## src/rtl/fifo_pkg.sv

```systemverilog
// Shared async-FIFO definitions: default address/data widths and the word type.
package fifo_pkg;

   localparam int unsigned ADDR_SIZE = 4;
   localparam int unsigned DATA_SIZE = 8;

   typedef logic [DATA_SIZE-1:0] word_t;

endpackage : fifo_pkg

```

## src/rtl/fifo_skid_buf.sv

```systemverilog
// DEPTH-entry circular prefetch buffer; head entry is always visible on rd_data.
// Pointers wrap explicitly at DEPTH so non-power-of-2 depths are legal.
module fifo_skid_buf
   import fifo_pkg::*;
#(
   parameter int unsigned DEPTH = 3,
   parameter int unsigned WIDTH = DATA_SIZE,
   localparam int unsigned CNT_B = $clog2(DEPTH + 1)
) (
   input  logic             clk,
   input  logic             rst,
   input  logic             wr_en,
   input  logic [WIDTH-1:0] wr_data,
   input  logic             rd_en,
   input  logic             clr,
   output logic [WIDTH-1:0] rd_data,
   output logic [CNT_B-1:0] count
);

   localparam int unsigned PTR_W = (DEPTH > 1) ? $clog2(DEPTH) : 1;

   logic [WIDTH-1:0] mem [DEPTH];
   logic [PTR_W-1:0] head;
   logic [PTR_W-1:0] tail;
   logic             do_wr;
   logic             do_rd;

   function automatic logic [PTR_W-1:0] ptr_inc(input logic [PTR_W-1:0] p);
      return (p == PTR_W'(DEPTH - 1)) ? '0 : p + PTR_W'(1);
   endfunction

   // A write into a full buffer is only accepted when the head leaves the same cycle.
   assign do_rd   = rd_en && (count != '0);
   assign do_wr   = wr_en && ((count != CNT_B'(DEPTH)) || do_rd);
   assign rd_data = mem[head];

   always_ff @(posedge clk or negedge rst) begin
      if (!rst) begin
         head  <= '0;
         tail  <= '0;
         count <= '0;
         mem   <= '{default: '0};
      end else if (clr) begin
         head  <= '0;
         tail  <= '0;
         count <= '0;
      end else begin
         if (do_wr) begin
            mem[tail] <= wr_data;
            tail      <= ptr_inc(tail);
         end
         if (do_rd) begin
            head <= ptr_inc(head);
         end
         if (do_wr && !do_rd) begin
            count <= count + CNT_B'(1);
         end else if (do_rd && !do_wr) begin
            count <= count - CNT_B'(1);
         end
      end
   end

endmodule : fifo_skid_buf

```

## src/rtl/fifo_rd_stream.sv

```systemverilog
// Read-side FIFO consumer: pops words via rd_inc and streams them out as valid/ready.
// Optional delivery/stall statistics counters are built when FIFO_RD_STATS_EN is defined.
module fifo_rd_stream
   import fifo_pkg::*;
#(
   parameter int unsigned DATA_SIZE = fifo_pkg::DATA_SIZE,
   parameter int unsigned DEPTH     = 3
`ifdef FIFO_RD_STATS_EN
   ,
   parameter int unsigned CNT_W     = 16
`endif
) (
   input  logic                 rd_clk,
   input  logic                 rd_rst,
   input  logic                 rd_empty,
   input  logic [DATA_SIZE-1:0] rd_data,
   output logic                 rd_inc,
   input  logic                 rd_flush,
   output logic                 m_valid,
   input  logic                 m_ready,
   output logic [DATA_SIZE-1:0] m_data
`ifdef FIFO_RD_STATS_EN
   ,
   output logic [CNT_W-1:0]     rd_pop_cnt,
   output logic [CNT_W-1:0]     rd_stall_cnt
`endif
);

   localparam int unsigned CNT_B = $clog2(DEPTH + 1);
   localparam int unsigned LVL_W = CNT_B + 1;

   logic [CNT_B-1:0] count;
   logic [LVL_W-1:0] level;
   logic             inflight;
   logic             drop;
   logic             wr_en;
   logic             xfer;

   // Buffered plus in-flight words; issue only while a slot is guaranteed.
   assign level  = {1'b0, count} + {{CNT_B{1'b0}}, inflight};
   assign rd_inc = rd_rst && !rd_empty && !rd_flush && (level < LVL_W'(DEPTH));

   assign m_valid = (count != '0);
   assign xfer    = m_valid && m_ready;
   assign wr_en   = inflight && !drop;

   always_ff @(posedge rd_clk or negedge rd_rst) begin
      if (!rd_rst) begin
         inflight <= 1'b0;
         drop     <= 1'b0;
      end else begin
         inflight <= rd_inc;
         drop     <= rd_flush;
      end
   end

   fifo_skid_buf #(
      .DEPTH (DEPTH),
      .WIDTH (DATA_SIZE)
   ) u_skid (
      .clk     (rd_clk),
      .rst     (rd_rst),
      .wr_en   (wr_en),
      .wr_data (rd_data),
      .rd_en   (xfer),
      .clr     (rd_flush),
      .rd_data (m_data),
      .count   (count)
   );

`ifdef FIFO_RD_STATS_EN
   // Saturating counters; survive rd_flush, cleared only by reset.
   always_ff @(posedge rd_clk or negedge rd_rst) begin
      if (!rd_rst) begin
         rd_pop_cnt   <= '0;
         rd_stall_cnt <= '0;
      end else begin
         if (xfer && (rd_pop_cnt != '1)) begin
            rd_pop_cnt <= rd_pop_cnt + CNT_W'(1);
         end
         if (m_ready && !m_valid && (rd_stall_cnt != '1)) begin
            rd_stall_cnt <= rd_stall_cnt + CNT_W'(1);
         end
      end
   end
`endif

endmodule : fifo_rd_stream

```

## config.mk

```make
export PLATFORM = sky130hd
export DESIGN_NAME = fifo_rd_stream
export DESIGN_NICKNAME = d
export VERILOG_FILES = /design/src/rtl/fifo_pkg.sv /design/src/rtl/fifo_skid_buf.sv /design/src/rtl/fifo_rd_stream.sv
export SDC_FILE = /design/constraint.sdc
export NUM_CORES = 1
export LEC_CHECK = 0
export BUFFER_PORTS_ARGS = -buffer_cell sky130_fd_sc_hd__buf_4
export CORE_ASPECT_RATIO = 0.5
export CORE_MARGIN = 2
export CORE_UTILIZATION = 50
export DETAILED_ROUTE_END_ITERATION = 6
export PLACE_DENSITY = 0.72
export SYNTH_ARGS = -nofsm -noshare
export SYNTH_HDL_FRONTEND = slang
export SYNTH_HIERARCHICAL = 1
export SYNTH_SLANG_ARGS = --single-unit
```

## constraint.sdc

```tcl
create_clock -name rd_clk -period 1.8 [get_ports rd_clk]
set_input_delay 0.54 -clock rd_clk [delete_from_list [all_inputs] [get_ports rd_clk]]
set_output_delay 0.54 -clock rd_clk [all_outputs]
set_load 0.01 [all_outputs]
```

==> flow_metrics.tcl <==
set metrics [dict create \
    final.period_utilization_pct 127 \
    route.detailed.drc 0 \
    yosys.area.top_type_share_pct 52.7 \
    syn-mean-instance-area_um2 12.8 \
    finalNonFillerCells 206 \
    placed_cells 190 \
    power_density_mw_per_mm2 810 \
    post_synth_instance_area_mm2 0.00152 \
    switching_share_pct 23.2 \
    run_status "finished, violations left" \
    die_area_mm2 0.00352 \
    port-buffer-count 22 \
    finalClockSkew_ns 0.00644 \
    number_of_cells_produced_by_synthesis 119 \
    initial_core_util_pct 51.6 \
    synth_seq_area_share_pct 52.7 \
    cts_root_buf "sky130_fd_sc_hd__clkbuf_8" \
    cts_made_buffers 5 \
    critPathMaxFanout 2 \
    gpl.final_weighted_congestion 0.777 \
    max_slew_margin_pct 68.9 \
    hold_violations 0 \
    cpLargestDelayFamily "simple AND/OR/NAND/NOR gates" \
    areaGrowthSynthToFinish_pct 45.2 \
    timing.critical_path.arrival_ns 1.75 \
    grt_setup_unrepaired "true" \
    critPathCaptureType "output port" \
    number_of_antenna_violating_nets_in_the_routed_design 0 \
    postCtsHoldBufs 0 \
    worst_pin_slew_ns 0.466 \
    core_region_area_mm2 0.00294 \
    synth_cell_type_count 27 \
    postSynthRegisterBits 32 \
    insertion_delay_ns 0.28 \
    irDropWorstVdd_uv 510 \
    synth.top_cells.by_area "sky130_fd_sc_hd__dfrtp_1, sky130_fd_sc_hd__mux2_2, sky130_fd_sc_hd__mux2i_1" \
    grtUsageTotal_pct 23.0 \
    drtIter0Drc 83 \
    power.leakage_uw 0.00109 \
    post-route-worst-setup-slack_ns -0.486 \
    power_frac_seq_pct 45.3 \
    avgRoutedWirePerCell_um 18.1 \
    firstDrtPassIters 4 \
    violations_in_the_final_reports "negative setup slack" \
    area_of_placed_instances_mm2 0.00184 \
    ys.warnings.count 6 \
    rows 14 \
    power_frac_comb_pct 17.5 \
    critPathKind "flip-flop to output port" \
    netSwitchingPower_uw 416 \
    grt_antenna_before_repair 0 \
    cts_num_sinks 32 \
    detail_route.wirelength_mm 3.74 \
    yosysTopAreaCell "sky130_fd_sc_hd__dfrtp_1" \
    cp_slowest_cell "sky130_fd_sc_hd__or4b_4" \
    setup.worst_path.start_class "flip-flop" \
    grt_max_degree 33 \
    vias 1122 \
    fin_crit_ns 2.29 \
    internal_power_uw 1370 \
    achievable-frequency_mhz 438 \
    cell_seen_most_often_among_critical_path_stages "sky130_fd_sc_hd__ha_4" \
    number_of_levels_the_h_tree_was_split_into 2 \
    share_of_post_route_cells_with_drive_strength_above_1_pct 59.6 \
    fin_nets 180 \
    die_width_um 81.9 \
    die_ht_um 43.0 \
    globalRoute.totalOverflow 0 \
    syn-num-nets 134 \
    clock_power_share_pct 37.2 \
    vias_per_cell 5.45 \
    cts.reportedPaths.clkPinSlew_ns 0.07 \
    worstHoldPathType "input port to asynchronous set/reset pin" \
    io_pins 23 \
    grt_pass1_vias 1101 \
    antennaDiodeCount 0 \
    timing.final.max_slew_violations 0 \
    fillCellCount 196 \
    place_hpwl_mm 2.04 \
    clockBufferDepth 2 \
    cap_violations 0 \
    tritoncts "yes" \
    setup_violations 35 \
    crit_required_ns 1.26 \
    final_design_area_no_fill_mm2 0.00221 \
    critical-path-max-stage-delay_ns 0.47 \
    cp_cell_sequence "ha_4 -> ha_4 -> or4b_4 -> a21oi_2 -> buf_4" \
    setup_total_negative_slack_ns -4.30 \
    cp_num_buf_inv 1 \
    grt_first_pass_wirelength_mm 5.58 \
]
-- routing by layer --
| metal | vias to the layer above | wire length [um] | global-route usage, % |
|---|---|---|---|
| li1 | 528 | - | - |
| met1 | 557 | 1680 | 32.2 |
| met2 | 31 | 1840 | 33.3 |
| met3 | 6 | 165 | 7.66 |
| met4 | 0 | 47 | 8.67 |
| met5 | - | 0 | 0 |
-- worst reg2reg max path, delay by kind of cell (launching register included) --
kind / cells / cell delay (ns)
buf+inv: 2 / 0.25
flops: 1 / 0.43
mux: 1 / 0.33
simple gates: 4 / 0.86
-- layout make-up --
cell class / count / area (um2) / share of cell area [%]
tap: 40 / 50.0 / 2.27
clock inverter: 2 / 35.0 / 1.59
inverter: 2 / 7.51 / 0.340
timing repair buffer: 40 / 327 / 14.8
multi-input combinational: 84 / 910 / 41.2
clock buffer: 6 / 72.6 / 3.29
sequential: 32 / 805 / 36.5
-- through the flow --
stage	hold slack [ns]	setup slack, ns	util (%)	total power [uW]
6_report	0.315	-0.486	75.0	1790
5_1_grt	0.334	-0.553	75.0	1870
4_1_cts	0.324	-0.485	71.0	1760
3_5_place_dp	0.494	-0.216	62.6	1070
3_3_place_gp	0.486	-0.172	62.6	1060
2_1_floorplan	0.244	-0.139	-	933
-- what timing repair did --
item / CTS / global route
gates cloned: 2 / 0
setup buffers: 4 / 3
resized for setup: 32 / 27
pin swaps: 3 / 8
endpoints found under the setup margin: 35 / 37
-- kinds of logic after synthesis --
kind of cell             after synthesis  synth area share, %
multiplexers                          32                 23.1
AO/OA/AOI/OAI                         19                 6.67
buffers and inverters                  5                 1.32
flip-flops                            32                 52.7
AND/OR/NAND/NOR                       29                 14.6
adder cells (fa/ha/maj)                2                 1.65
-- layout by cell type, fill, tap and decap left out, types with 2 or more instances in the layout --
cell type / n
sky130_fd_sc_hd__a21oi_1: 3
sky130_fd_sc_hd__and2_4: 2
sky130_fd_sc_hd__buf_4: 33
sky130_fd_sc_hd__buf_6: 7
sky130_fd_sc_hd__clkbuf_8: 5
sky130_fd_sc_hd__dfrtp_1: 29
sky130_fd_sc_hd__dfrtp_2: 3
sky130_fd_sc_hd__ha_4: 2
sky130_fd_sc_hd__inv_1: 2
sky130_fd_sc_hd__mux2_4: 24
sky130_fd_sc_hd__mux2i_1: 7
sky130_fd_sc_hd__nand2_1: 8
sky130_fd_sc_hd__nand2_2: 4
sky130_fd_sc_hd__nand3_4: 2
sky130_fd_sc_hd__nand4_4: 3
sky130_fd_sc_hd__nor2b_1: 2
sky130_fd_sc_hd__o21ai_0: 3
sky130_fd_sc_hd__o21ai_1: 9
sky130_fd_sc_hd__o21ai_2: 2
-- registers in the layout, indices dropped and copies added (netlist names) --
signal	flops
drop	1
inflight	1
u_skid/count	2
u_skid/head	2
u_skid/mem	24
u_skid/tail	2
-- power by group through the flow --
stage	registers, uW	clock network, uW	logic [uW]
after global routing	815	718	337
after floorplan	808	0	125
after detailed placement	814	0	254
final	810	664	314
after global placement	812	0	250
after CTS	801	679	276
-- cells in the mapped netlist (all sizes together) --
cell type / number
dfrtp: 32
mux2: 24
o21ai: 14
nand2: 12
mux2i: 8
a21oi: 4
nor2b: 3
and2: 2
buf: 2
ha: 2
inv: 2
nand4: 2
and2b: 1
and3b: 1
clkbuf: 1
nand3: 1
nand3b: 1
nor2: 1
nor3b: 1
o311a: 1
or2: 1
or3: 1
or3b: 1
or4b: 1
-- final timing paths --
| path | cells after the start | from | endpoint | slack, ns |
|---|---|---|---|---|
| worst min register to register | 1 | u_skid/mem[23]$_DFFE_PN0P_ | u_skid/mem[23]$_DFFE_PN0P_ | 0.51 |
| worst max-delay path | 5 | u_skid/count[0]$_DFFE_PN0P_ | rd_inc | -0.49 |
| worst max register to register | 7 | u_skid/count[0]$_DFFE_PN0P_ | u_skid/mem[6]$_DFFE_PN0P_ | -0.19 |
| worst min-delay path | 2 | rd_rst | u_skid/mem[1]$_DFFE_PN0P_ | 0.31 |
| min in group rd_clk | 1 | u_skid/mem[23]$_DFFE_PN0P_ | u_skid/mem[23]$_DFFE_PN0P_ | 0.51 |
| max in group asynchronous | 2 | rd_rst | u_skid/count[1]$_DFFE_PN0P_ | 1.17 |
No activity file was read; power rests on OpenSTA's default activity.
